**config.mk**
```make
export PLATFORM = sky130hd
export DESIGN_NAME = fp_divider
export DESIGN_NICKNAME = d
export VERILOG_FILES = /design/src/rtl/fp_pkg.sv /design/src/rtl/fp_div_mant_core.sv /design/src/rtl/fp_divider.sv
export SDC_FILE = /design/constraint.sdc
export NUM_CORES = 1
export LEC_CHECK = 0
export ABC_AREA = 1
export BUFFER_PORTS_ARGS = -buffer_cell sky130_fd_sc_hd__clkbuf_2
export CORE_MARGIN = 5
export CORE_UTILIZATION = 65
export CTS_BUF_LIST = sky130_fd_sc_hd__clkbuf_8
export DETAILED_ROUTE_END_ITERATION = 7
export PLACE_DENSITY = 0.86
export SYNTH_ARGS = -nofsm -noshare
export SYNTH_HDL_FRONTEND = slang
export SYNTH_SLANG_ARGS = --single-unit
```
**constraint.sdc**
```tcl
create_clock -name clk -period 5.8 [get_ports clk]
set_input_delay 0 -clock clk [delete_from_list [all_inputs] [get_ports clk]]
set_output_delay 0 -clock clk [all_outputs]
set_load 0.005 [all_outputs]
```
**src/rtl/fp_pkg.sv**
```systemverilog
// Shared FP32 helpers for the accelerator datapath (divider, and the multiplier once retrofitted).
// Holds format constants, the divider state type and small pack/zero helpers.
package fp_pkg;

  localparam int FP_EXP_W  = 8;
  localparam int FP_MANT_W = 23;
  localparam int FP_BIAS   = 127;
  localparam logic [FP_EXP_W-1:0] FP_EXP_INF = 8'hFF;

  typedef enum logic [1:0] {
    IDLE,
    DIV,
    NORM,
    DONE
  } fp_div_state_t;

  // Flush-to-zero: x is the exponent field; any operand with a zero exponent counts as zero.
  function automatic logic fp_is_zero(input logic [FP_EXP_W-1:0] x);
    return x == '0;
  endfunction

  function automatic logic [FP_EXP_W+FP_MANT_W:0] fp_pack(
    input logic                 sign,
    input logic [FP_EXP_W-1:0]  exp,
    input logic [FP_MANT_W-1:0] mant
  );
    return {sign, exp, mant};
  endfunction

endpackage

```
**src/rtl/fp_div_mant_core.sv**
```systemverilog
// Restoring mantissa divider: one quotient bit per clock, q = floor(ma * 2^(MANT_W+1) / mb).
// start loads the operands; done is high during the cycle of the final iteration.
module fp_div_mant_core #(
  parameter int MANT_W = 23
) (
  input  logic              clk,
  input  logic              rst,
  input  logic              start,
  input  logic [MANT_W:0]   ma,
  input  logic [MANT_W:0]   mb,
  output logic              done,
  output logic [MANT_W+1:0] q
);

  localparam int Q_W   = MANT_W + 2;
  localparam int R_W   = MANT_W + 3;
  localparam int CNT_W = $clog2(Q_W);
  localparam logic [CNT_W-1:0] LAST = CNT_W'(Q_W - 1);

  logic [R_W-1:0]   rem;
  logic [R_W-1:0]   diff;
  logic [MANT_W:0]  divisor;
  logic [CNT_W-1:0] cnt;
  logic             running;
  logic             q_bit;

  // Compare before shifting, so the first iteration produces the integer bit of ma/mb.
  assign diff  = rem - {2'b00, divisor};
  assign q_bit = ~diff[R_W-1];
  assign done  = running && (cnt == LAST);

  always_ff @(posedge clk) begin
    if (rst) begin
      rem     <= '0;
      divisor <= '0;
      q       <= '0;
      cnt     <= '0;
      running <= 1'b0;
    end else if (start) begin
      rem     <= {2'b00, ma};
      divisor <= mb;
      q       <= '0;
      cnt     <= '0;
      running <= 1'b1;
    end else if (running) begin
      rem <= (q_bit ? diff : rem) << 1;
      q   <= {q[Q_W-2:0], q_bit};
      if (cnt == LAST) begin
        cnt     <= '0;
        running <= 1'b0;
      end else begin
        cnt <= cnt + 1'b1;
      end
    end
  end

endmodule

```
**src/rtl/fp_divider.sv**
```systemverilog
// Iterative FP32 divider (a / b) with valid/ready handshakes, truncation rounding, flush-to-zero.
// Define FP_DIV_SATURATE_EN to saturate out-of-range exponents to inf/zero instead of wrapping.
module fp_divider
  import fp_pkg::*;
#(
  parameter int EXP_W  = FP_EXP_W,
  parameter int MANT_W = FP_MANT_W,
  parameter int BIAS   = FP_BIAS
) (
  input  logic                    clk,
  input  logic                    rst,
  input  logic                    in_valid,
  output logic                    in_ready,
  input  logic [EXP_W+MANT_W:0]   a,
  input  logic [EXP_W+MANT_W:0]   b,
  output logic                    out_valid,
  input  logic                    out_ready,
  output logic [EXP_W+MANT_W:0]   result,
  output logic                    busy
);

  localparam int W   = 1 + EXP_W + MANT_W;
  localparam int Q_W = MANT_W + 2;

  // The wrapping build only ever packs the low exponent bits, so it keeps just those.
`ifdef FP_DIV_SATURATE_EN
  localparam int XW = EXP_W + 2;
  localparam logic signed [XW-1:0] EXP_SAT  = XW'(2 ** EXP_W - 1);
  localparam logic signed [XW-1:0] EXP_ZERO = '0;
`else
  localparam int XW = EXP_W;
`endif

  fp_div_state_t state, next_state;

  logic [EXP_W-1:0]      a_exp, b_exp;
  logic                  a_zero, b_zero, special, accept;
  logic signed [XW-1:0]  exp_t;
  logic                  sign_q, a_zero_q, b_zero_q;
  logic signed [XW-1:0]  exp_q;
  logic                  core_start, core_done;
  logic [Q_W-1:0]        core_q;
  logic signed [XW-1:0]  exp_f;
  logic [MANT_W-1:0]     mant_f;
  logic [W-1:0]          norm_result;

  assign a_exp      = a[W-2 -: EXP_W];
  assign b_exp      = b[W-2 -: EXP_W];
  assign a_zero     = fp_is_zero(a_exp);
  assign b_zero     = fp_is_zero(b_exp);
  assign special    = a_zero || b_zero;
  assign accept     = in_valid && (state == IDLE);
  assign core_start = accept && !special;
  assign exp_t      = XW'(a_exp) - XW'(b_exp) + XW'(BIAS);

  assign in_ready  = (state == IDLE);
  assign out_valid = (state == DONE);
  assign busy      = (state != IDLE);

  fp_div_mant_core #(
    .MANT_W(MANT_W)
  ) u_core (
    .clk  (clk),
    .rst  (rst),
    .start(core_start),
    .ma   ({1'b1, a[MANT_W-1:0]}),
    .mb   ({1'b1, b[MANT_W-1:0]}),
    .done (core_done),
    .q    (core_q)
  );

  always_ff @(posedge clk) begin
    if (rst) begin
      state <= IDLE;
    end else begin
      state <= next_state;
    end
  end

  // Special operands skip DIV but still use the NORM slot, where the result register is loaded.
  always_comb begin
    next_state = state;
    case (state)
      IDLE: if (accept) next_state = special ? NORM : DIV;
      DIV:  if (core_done) next_state = NORM;
      NORM: next_state = DONE;
      DONE: if (out_ready) next_state = IDLE;
      default: next_state = IDLE;
    endcase
  end

  always_ff @(posedge clk) begin
    if (rst) begin
      sign_q   <= 1'b0;
      a_zero_q <= 1'b0;
      b_zero_q <= 1'b0;
      exp_q    <= '0;
      result   <= '0;
    end else begin
      if (accept) begin
        sign_q   <= a[W-1] ^ b[W-1];
        a_zero_q <= a_zero;
        b_zero_q <= b_zero;
        exp_q    <= exp_t;
      end
      if (state == NORM) begin
        result <= norm_result;
      end
    end
  end

  // A quotient below 1.0 always has its next bit set, so one left shift normalises it.
  always_comb begin
    exp_f       = core_q[Q_W-1] ? exp_q : exp_q - XW'(1);
    mant_f      = core_q[Q_W-1] ? core_q[MANT_W:1] : core_q[MANT_W-1:0];
    norm_result = '0;
    if (b_zero_q) begin
      norm_result = fp_pack(sign_q, FP_EXP_INF, '0);
    end else if (a_zero_q) begin
      norm_result = fp_pack(sign_q, '0, '0);
    end else begin
`ifdef FP_DIV_SATURATE_EN
      if (exp_f >= EXP_SAT) begin
        norm_result = fp_pack(sign_q, FP_EXP_INF, '0);
      end else if (exp_f <= EXP_ZERO) begin
        norm_result = fp_pack(sign_q, '0, '0);
      end else begin
        norm_result = fp_pack(sign_q, exp_f[EXP_W-1:0], mant_f);
      end
`else
      norm_result = fp_pack(sign_q, exp_f, mant_f);
`endif
    end
  end

endmodule

```
==> summary.txt, run 1 <==
Synth
  • Post-synth EDFFs: 0
  • Synth unique cells: 38
  • Async SR Flop Fraction: 0
  • Fraction of the yosys area taken by sequential cells: 0.3167
  • Synth area leaders: dfxtp_1 32%, nand2_1 13%, inv_1 10%, a21oi_1 8.7%, ha_1 6.9%
  • Avg Inst Size Synth: 6.382 um2
  • Synth warn: 0
  • Area share of the largest cell type after synthesis: 0.3167
  • Syn Nets: 1362
  • Post-Syn Area: 7965 um2
  • Synth top cells by count: 279 x nand2_1, 218 x inv_1, 139 x a21oi_1
  • Synthesized instance count: 1248
  • Most common cell in the synthesized netlist: nand2_1
  • Largest area contributor in the netlist: dfxtp_1
  • Synth Flop Type: dfxtp_1
  • Number of synthesized register bits: 126

Min path
  • WHS Endpoint: exp_q[7]
  • Worst hold path class: input pin to flip-flop
  • Hold Path Cell Cnt: 5
  • Hold path startpoint: b[30]

Layout
  • Fin cells: 1538
  • N_diodes: 0
  • Nets: 1492
  • Area Overhead vs Synth: 18.06%
  • Final Util: 0.7829
  • Layout cells sized above 1: 0.1272

Clocking
  • Reg clk slew, reported paths: 80 ps
  • CTS root buf: clkbuf_8
  • H-tree depth: 4
  • Cts bufs inserted: 17
  • # resized after CTS: 0
  • Clk_lat worst skew: 460 ps
  • Maximum buffer depth of the clock tree: 2
  • CTS tree: done
  • Clock sink count: 126

Die
  • Ports: 103
  • Die Y: 120.7 um
  • Core Rows: 40
  • Die ar.: 14570 um2
  • Starting density of the core: 0.6631
  • Die W: 120.7 um
  • Core ar.: 12010 um2

Route
  • Drt wl/cell: 13.63 um
  • Residual DRC: 0
  • Post-DR vias/cell: 5.402
  • Routed Antenna Nets: 0
  • Iter 0 DRT Violations: 654
  • First drt pass iteration count: 5
  • Via count: 8309
  • Detailed Route WL: 20960 um

Global route
  • Largest net degree at the start of global routing: 57
  • Total GRT Usage: 0.2949
  • Global-route wire length before repair: 35360 um
  • Total global routing overflow: 0
  • Vias in the first global route: 8032
  • Initial antenna violation count: 0

Power
  • Sw power: 2.480 mW
  • Share of power burned in registers: 0.229
  • PD cells: 517.2 nW/um2
  • Peak VDD IR: 0.3320 mV
  • Internal power: 2.385 mW
  • Clk network pwr share: 0.159
  • P_leak: 4.573 nW
  • Comb power frac: 0.612
  • Tot Pwr: 4.864 mW
  • Sw frac: 0.5098

Place
  • GP Congestion: 0.9366
  • # port buffers: 102
  • Dpl hpwl: 13880 um
  • Post-Place Cells: 1452

STA
  • Max Clock Skew: 12.09 ps
  • RSZ-0062 raised after global routing: false
  • Min cycle time layout: 3684 ps
  • Top achievable clock speed: 271.4 MHz
  • Final setup viols: 0
  • Worst-margin pin slew: 1101 ps
  • Slew HR: 0.2654
  • Final TNS setup: 0 ps
  • Slew Limit Fails: 0
  • Crit share post-route: 0.6352
  • Fin. Hold Viols: 0

Worst setup path
  • CP Launch Type: flip-flop
  • Worst setup EP type: flip-flop
  • Critical Path RT: 6160 ps
  • Worst r2r path cells: 9
  • RR Endpoint: u_core.q[0]
  • CP Data Arrival Time: 4050 ps
  • CP Class: flip-flop to flip-flop
  • Worst R2R Setup Slack: 2120 ps
  • CP max FO: 52
  • RR Startpoint: state[0]

Outcome
  • Status: complete, no violations

Job
  • MaxCap Viol Count: 0
-- critical path, cell delays in order (launching register included) --
cell and delay, ps:
dfxtp_1 340, inv_1 100, ha_1 240, nand2_1 320
inv_1 920, nand2_4 540, nand2_1 870, a21oi_1 80
o21ai_1 110, inv_1 50
-- power groups by stage --
stage | combinational, mW | sequential (mW) | clock [mW]
2_1_floorplan | 2.33 | 1.11 | 0
3_3_place_gp | 2.80 | 1.13 | 0
3_5_place_dp | 2.85 | 1.13 | 0
4_1_cts | 2.91 | 1.11 | 0.777
5_1_grt | 3.36 | 1.13 | 0.821
6_report | 2.98 | 1.12 | 0.772
-- sequential cells by signal, summed over array words and instances, names as in the netlist --
| signal | flops |
|---|---|
| b_zero_q | 1 |
| u_core.q | 25 |
| u_core.running | 1 |
| u_core.rem | 26 |
| exp_q | 8 |
| result | 32 |
| state | 2 |
| sign_q | 1 |
| u_core.cnt | 5 |
| u_core.divisor | 24 |
| a_zero_q | 1 |
-- cell type report --
type / instances / area, um2
timing repair buffer: 162 / 1096
fill: 929 / 2608
clock buffer: 18 / 247.7
inverter: 230 / 864.6
sequential: 126 / 2522
tap: 147 / 183.9
multi-input combinational: 841 / 4343
clock inverter: 14 / 146.4
-- cells by family after synthesis --
| kind of cell | share of synthesized area |
|---|---|
| flip-flops | 0.3167 |
| adder cells (fa/ha/maj) | 0.07414 |
| XOR/XNOR | 0.02089 |
| AND/OR/NAND/NOR | 0.2904 |
| buffers and inverters | 0.1387 |
| AO/OA/AOI/OAI | 0.1591 |
-- routing by layer --
layer  track usage  wire length (um)  vias up
li1              -                 -     4221
met3       0.07063              1258       61
met2        0.5187             10430      274
met4        0.1331               615        0
met5             0                 0        -
met1        0.3378              8658     3753
-- through the flow --
step | instance area (um2) | setup WS (ps) | hold WS (ps)
floorplan | 7965 | 3834 | 167.5
global placement | 8469 | 2344 | 276.7
detailed placement | 8469 | 2206 | 284.6
CTS | 9404 | 2188 | 9.244
global route | 9404 | 1711 | 36.06
finish | 9404 | 2116 | 18.92
-- how the worst max path moves through the flow --
stage | slack, ps | end | cells past startpoint | start
6_report | 2120 | u_core.q[0] | 9 | state[0]
5_1_grt | 1710 | u_core.q[0] | 9 | state[1]
4_1_cts | 2190 | u_core.q[0] | 9 | state[0]
3_5_place_dp | 2210 | u_core.q[0] | 9 | state[0]
3_3_place_gp | 2340 | u_core.q[0] | 9 | state[0]
2_1_floorplan | 3830 | u_core.rem[25] | 18 | u_core.rem[0]
-- layout by cell type, fill, tap and decap left out, types with 3 or more instances in the layout --
cell type / n
a21oi_1: 139
buf_4: 6
clkbuf_2: 102
clkbuf_8: 18
dfxtp_1: 126
dlygate4sd3_1: 54
ha_1: 44
inv_1: 218
inv_2: 9
inv_6: 8
nand2_1: 279
nand2_2: 7
nand2_4: 5
nand3_1: 110
nand4_1: 11
nor2_1: 92
nor2_4: 4
nor3_1: 6
o211ai_1: 3
o21ai_0: 81
o21ai_1: 20
xnor2_1: 8
xor2_1: 11
-- what timing repair did --
item / CTS / global route
buffers inserted: 0 / 0
endpoints found under the hold margin: 50 / 0
hold buffers: 54 / 0
(Power assumes the default switching activity.)
==> run 2: changes to the inputs <==
- CORE_UTILIZATION: 65 -> 55
- PLACE_DENSITY: 0.86 -> 0.77
- clock period: 5.8 -> 3.1 ns (I/O delays scaled with it)
==> run 2 against run 1 <==
Against the previous run: routed wire length barely moved; non-clock buffer count grew 5; highest routed layer unchanged; first-iteration DRC count is 22% lower; via count shrank 2.7%; cell area up 1.2%; combinational power grew 89%; register-to-register slack worse by 1400 ps; setup slack got worse by 1500 ps.
==> summary.txt, run 2 (same netlist as run 1, synthesis figures left out) <==
Place
  • Post-DP Area: 8568 um2 (+1.2%)
  • GP Congestion: 0.9607 (+2.6%)
  • DP Worst Slack: 766.6 ps (-1439 ps)
  • Dpl hpwl: 14660 um (+5.6%)
  • Post-Place Cells: 1496 (+3.0%)
  • # port buffers: 102 (unchanged)

STA
  • Max Clock Skew: 9.524 ps (-2.563 ps)
  • Fin. Hold Viols: 0 (unchanged)
  • Top achievable clock speed: 399.2 MHz
  • Worst-margin pin slew: 650.2 ps (-450.4 ps)
  • Slew HR: 0.5665 (+0.3011)
  • Min cycle time layout: 2505 ps
  • Final setup viols: 0 (unchanged)
  • Setup ws final: 595.3 ps (-1520 ps)
  • Slew Limit Fails: 0 (unchanged)
  • RSZ-0062 raised after global routing: false
  • Hold WS: 18.46 ps (-0.4569 ps)
  • Final TNS setup: 0 ps (unchanged)
  • Crit share post-route: 0.8080

Clocking
  • Cts bufs inserted: 17 (unchanged)
  • CTS tree: done
  • Clk_lat worst skew: 460 ps (about the same)
  • Buffers inserted by post-CTS timing repair: 0 (unchanged)
  • # resized after CTS: 0 (unchanged)
  • Clock sink count: 126 (unchanged)
  • Hold_buf cts: 52 (-3.7%)
  • CTS root buf: clkbuf_8
  • Maximum buffer depth of the clock tree: 2 (unchanged)
  • Reg clk slew, reported paths: 80 ps (about the same)
  • H-tree depth: 4 (unchanged)

Power
  • Tot Pwr: 9.253 mW (+90%)
  • P_leak: 4.614 nW (+0.90%)
  • PD cells: 972.3 nW/um2 (+88%)
  • Peak VDD IR: 0.5181 mV (+56%)

Layout
  • Final Util: 0.6623 (-0.1206)
  • N_diodes: 0 (unchanged)
  • Biggest regs: result x32, u_core.rem x26, u_core.q x25
  • Finished Cell Area: 9517 um2 (+1.2%)
  • Layout cells sized above 1: 0.1311 (+0.003842)
  • Area Overhead vs Synth: 19.48%
  • Fin cells: 1580 (+2.7%)
  • Commonest non-fill, non-tap cells in the layout: 279 x nand2_1, 219 x inv_1, 139 x a21oi_1
  • Largest register FFs: 32 (unchanged)
  • Nets: 1497 (+0.34%)
  • Commonest non-fill, non-tap cell in the layout: nand2_1
  • Top reg by flops: result

Route
  • Routed Antenna Nets: 0 (unchanged)
  • Drt wl/cell: 13.27 um (-2.6%)
  • First drt pass iteration count: 5 (unchanged)
  • Detailed Route WL: 20970 um (about the same)
  • Via count: 8086 (-2.7%)
  • Post-DR vias/cell: 5.118 (-5.3%)
  • Residual DRC: 0 (unchanged)
  • Iter 0 DRT Violations: 509 (-22%)

Worst setup path
  • Critical Path RT: 3510 ps (-2650 ps)
  • CP Launch Type: input pin
  • CP max FO: 25 (-52%)
  • Worst setup EP type: flip-flop
  • CP Data Arrival Time: 2920 ps (-1130 ps)
  • CP Class: input pin to flip-flop

Global route
  • Vias in the first global route: 7785 (-3.1%)
  • Largest net degree at the start of global routing: 56 (-1.8%)
  • Initial antenna violation count: 0 (unchanged)
  • Total GRT Usage: 0.2509 (-0.04394)
  • Total global routing overflow: 0 (unchanged)
  • Global-route wire length before repair: 34670 um (-2.0%)

Outcome
  • Status: complete, no violations

Die
  • Ports: 103 (unchanged)
  • Starting density of the core: 0.5543 (-0.1088)
  • Die W: 130.3 um (+8.0%)
  • Die ar.: 16990 um2 (+17%)
  • Core ar.: 14370 um2 (+20%)
  • Core Rows: 44 (+10%)
  • Die Y: 130.3 um (+8.0%)

Min path
  • Worst hold path class: input pin to flip-flop

Job
  • MaxCap Viol Count: 0 (unchanged)
run 2: worst paths after layout:
| check | start | to | slack (ps) | cells after the start |
|---|---|---|---|---|
| setup / recovery | b[29] | u_core.q[0] | 600 | 14 |
| hold reg to reg | u_core.divisor[14] | u_core.divisor[14] | 460 | 2 |
| hold / removal | out_ready | state[0] | 20 | 5 |
| setup reg to reg | u_core.divisor[16] | u_core.rem[17] | 740 | 14 |
run 2: layout make-up:
class	instances	area, um2
clock buffers	18	247.7
clock inverters	14	180.2
fillers	1324	4852
inverters	230	864.6
multi-input cells	841	4343
flip-flops and latches	126	2522
well taps	184	230.2
repair buffers	167	1129
run 2: per-layer routing:
metal  track usage  part of all wire  vias up
li1              -                 -     4218
met1        0.2967              0.44     3614
met2        0.4384              0.48      196
met3       0.04912             0.045       58
met4        0.1149             0.032        0
met5             0                 0        -
run 2: critical path, cell delays in order:
cell and delay (ps):
dlygate4sd3_1 530, clkbuf_2 100, inv_1 70, nand4_1 60
dlygate4sd3_1 560, nor2_1 220, nor2_2 70, buf_4 240
nand2_4 270, nand2_1 220, buf_4 290, a21oi_1 140
o21ai_1 80, inv_1 50
run 2: power breakdown:
group | internal, mW | leakage [nW] | switching, mW
logic | 1.89 | 3.37 | 3.72
registers | 1.93 | 1.03 | 0.155
clock network | 0.830 | 0.216 | 0.724
total | 4.65 | 4.61 | 4.60
==> run 3: changes to the inputs <==
- clock period: 3.1 -> 2.3 ns (I/O delays scaled with it)
==> run 3 against run 2 <==
Against the previous run: utilization is 1.1 points higher; final cell count is 1.0% higher; sequential power is 36% higher; register-to-register slack worse by 610 ps; combinational power is 44% higher; largest power group unchanged; routed wire length is 4.1% higher; first-iteration DRC count is 21% higher; die area stayed put; largest cell class unchanged; flip-flop and latch count stayed put; count of clock-buffer cells in the layout is 1 lower.
==> summary.txt, run 3 (same netlist as run 1, synthesis figures left out) <==
Outcome
  • Status: complete, no violations

Die
  • Ports: 103 (unchanged)
  • Die ar.: 16990 um2 (unchanged)
  • Starting density of the core: 0.5543 (unchanged)
  • Die Y: 130.3 um (unchanged)
  • Die W: 130.3 um (unchanged)
  • Core ar.: 14370 um2 (unchanged)
  • Core Rows: 44 (unchanged)

Worst setup path
  • CP Launch Type: flip-flop
  • Worst setup EP type: flip-flop
  • Critical Path RT: 2670 ps (-840 ps)
  • CP Data Arrival Time: 2540 ps (-380 ps)
  • Most frequent cell on the critical path: nand2_1
  • Worst R2R Setup Slack: 130 ps (-610 ps)
  • CP max FO: 5 (-80%)
  • CP Class: flip-flop to flip-flop
  • RR Endpoint: u_core.rem[25]
  • Max stage delay on crit path: 380 ps (-180 ps)
  • CP max stage cell: fa_2
  • RR Startpoint: u_core.rem[0]
  • Worst r2r path cells: 18 (+4)
  • Critical path cell sequence: inv_1 > ha_1 > inv_1 > fa_2 > nand3_1 > nand3_2 > nand2_1 > nand2_1 > nand3_1 > nand2_1 > nand2_1 > nand2_1 > nand2_1 > nand2_1 > nand2_1 > nand3_1 > nand2_1 > inv_1

Min path
  • WHS Endpoint: exp_q[7]
  • Worst hold path class: input pin to flip-flop
  • Hold path startpoint: b[30]
  • Hold Path Cell Cnt: 5 (unchanged)

STA
  • Crit share post-route: 0.9435
  • Worst-margin pin slew: 630.6 ps (-19.65 ps)
  • Slew HR: 0.5796 (+0.01310)
  • RSZ-0062 raised after global routing: true
  • Top achievable clock speed: 460.8 MHz
  • Final setup viols: 0 (unchanged)
  • Min cycle time layout: 2170 ps
  • Hold WS: 9.786 ps (-8.673 ps)
  • Slew Limit Fails: 0 (unchanged)
  • Fin. Hold Viols: 0 (unchanged)
  • Max Clock Skew: 21.62 ps (+12.10 ps)
  • Setup ws final: 129.9 ps (-465.3 ps)

Place
  • Post-DP Area: 8683 um2 (+1.3%)
  • # port buffers: 102 (unchanged)
  • Dpl hpwl: 15530 um (+6.0%)
  • GP Congestion: 0.9701 (+0.98%)
  • DP Worst Slack: 20.48 ps (-746.1 ps)

Layout
  • Filler cells: 1288 (-2.7%)
  • Top reg by flops: result
  • N_diodes: 0 (unchanged)
  • Commonest non-fill, non-tap cell in the layout: nand2_1
  • Biggest regs: result x32, u_core.rem x26, u_core.q x25
  • Final Util: 0.6732 (+0.01088)
  • Commonest non-fill, non-tap cells in the layout: 278 x nand2_1, 220 x inv_1, 138 x a21oi_1
  • Area Overhead vs Synth: 21.44%
  • Layout cells sized above 1: 0.1431 (+0.01197)
  • Largest register FFs: 32 (unchanged)
  • Finished Cell Area: 9673 um2 (+1.6%)
  • Nets: 1513 (+1.1%)

Global route
  • Total global routing overflow: 0 (unchanged)
  • Largest net degree at the start of global routing: 56 (unchanged)
  • Met3 usage: 0.05403 (+0.004912)
  • GR met1 Demand/Resource: 0.3051 (+0.008404)
  • Global-route wire length before repair: 35890 um (+3.5%)
  • GRT busiest layer: met2
  • Vias in the first global route: 7973 (+2.4%)
  • Met2 Use GR: 0.4695 (+0.03108)
  • Total GRT Usage: 0.2611 (+0.01018)
  • Initial antenna violation count: 0 (unchanged)

Clocking
  • Cts bufs inserted: 17 (unchanged)
  • CTS tree: done
  • Clk_lat worst skew: 460 ps (about the same)
  • Clock sink count: 126 (unchanged)
  • CTS root buf: clkbuf_8
  • Maximum buffer depth of the clock tree: 2 (unchanged)
  • Buffers inserted by post-CTS timing repair: 0 (unchanged)
  • H-tree depth: 4 (unchanged)
  • Reg clk slew, reported paths: 90 ps (about the same)

Route
  • Via count: 8287 (+2.5%)
  • First drt pass iteration count: 5 (unchanged)
  • Detailed Route WL: 21820 um (+4.1%)
  • Iter 0 DRT Violations: 615 (+21%)
  • Residual DRC: 0 (unchanged)
  • Routed Antenna Nets: 0 (unchanged)
  • Drt wl/cell: 13.67 um (+3.0%)
  • Post-DR vias/cell: 5.192 (+1.5%)

Job
  • MaxCap Viol Count: 0 (unchanged)

Power
  • Peak VDD IR: 0.6637 mV (+28%)
  • P_leak: 4.681 nW (+1.4%)
  • PD cells: 1319 nW/um2 (+36%)
## run 3: cell types whose count changed in the layout (fill, tap and decap cells not counted), sizes merged
cell         before  now
dlygate4sd3      52   56
buf              13   25
clkbuf          120  119
bufinv            3    1
inv             233  236
clkinvlp          1    2
clkinv            7    6
## run 3: report_power, final
part	internal, mW	switching [mW]
registers	2.60	0.235
clock network	0.866	0.984
logic	2.89	5.19
total	6.35	6.41
## run 3: how the worst max path moves through the flow
stage | start | to | slack [ps]
after floorplan | u_core.rem[0] | u_core.rem[25] | 330
after global placement | u_core.divisor[22] | u_core.rem[4] | 120
after detailed placement | u_core.rem[0] | u_core.rem[25] | 20
after CTS | u_core.rem[0] | u_core.rem[25] | 8
after global routing | u_core.rem[0] | u_core.rem[25] | -50
final | u_core.rem[0] | u_core.rem[25] | 130
## run 3: critical path, delay by kind of cell, from the launching register on
family	cells	cell delay (ps)
buf+inv	3	190
simple gates	13	1020
flops	1	320
fa+ha+maj	2	540
## run 3: timing repair
| item | 4_1_cts | 5_1_grt |
|---|---|---|
| endpoints found under the setup margin | 0 | 29 |
| hold buffers | 56 | 0 |
| resized for setup | 0 | 12 |
| hold endpoints to repair | 52 | 0 |
## run 3: per-stage QoR
| step | setup TNS (ps) | cells | power [mW] |
|---|---|---|---|
| 6_report | 0 | 1596 | 12.76 |
| 5_1_grt | -53.85 | 1596 | 13.94 |
| 4_1_cts | 0 | 1596 | 12.57 |
| 3_5_place_dp | 0 | 1508 | 10.62 |
| 3_3_place_gp | 0 | 1508 | 10.52 |
| 2_1_floorplan | 0 | 1248 | 8.678 |
## run 3: area by class of cell
type,instances,area [um2],area share
repair buffers,183,1284,0.1327
multi-input cells,841,4402,0.4551
well taps,184,230.2,0.02380
clock buffers,17,234.0,0.02419
clock inverters,15,135.1,0.01397
inverters,230,865.8,0.08951
flip-flops and latches,126,2522,0.2608
## run 3: metal layers
metal | vias to the layer above | wire (um)
met3 | 52 | 1001
met2 | 208 | 10860
li1 | 4252 | -
met5 | - | 0
met4 | 0 | 669
met1 | 3775 | 9287
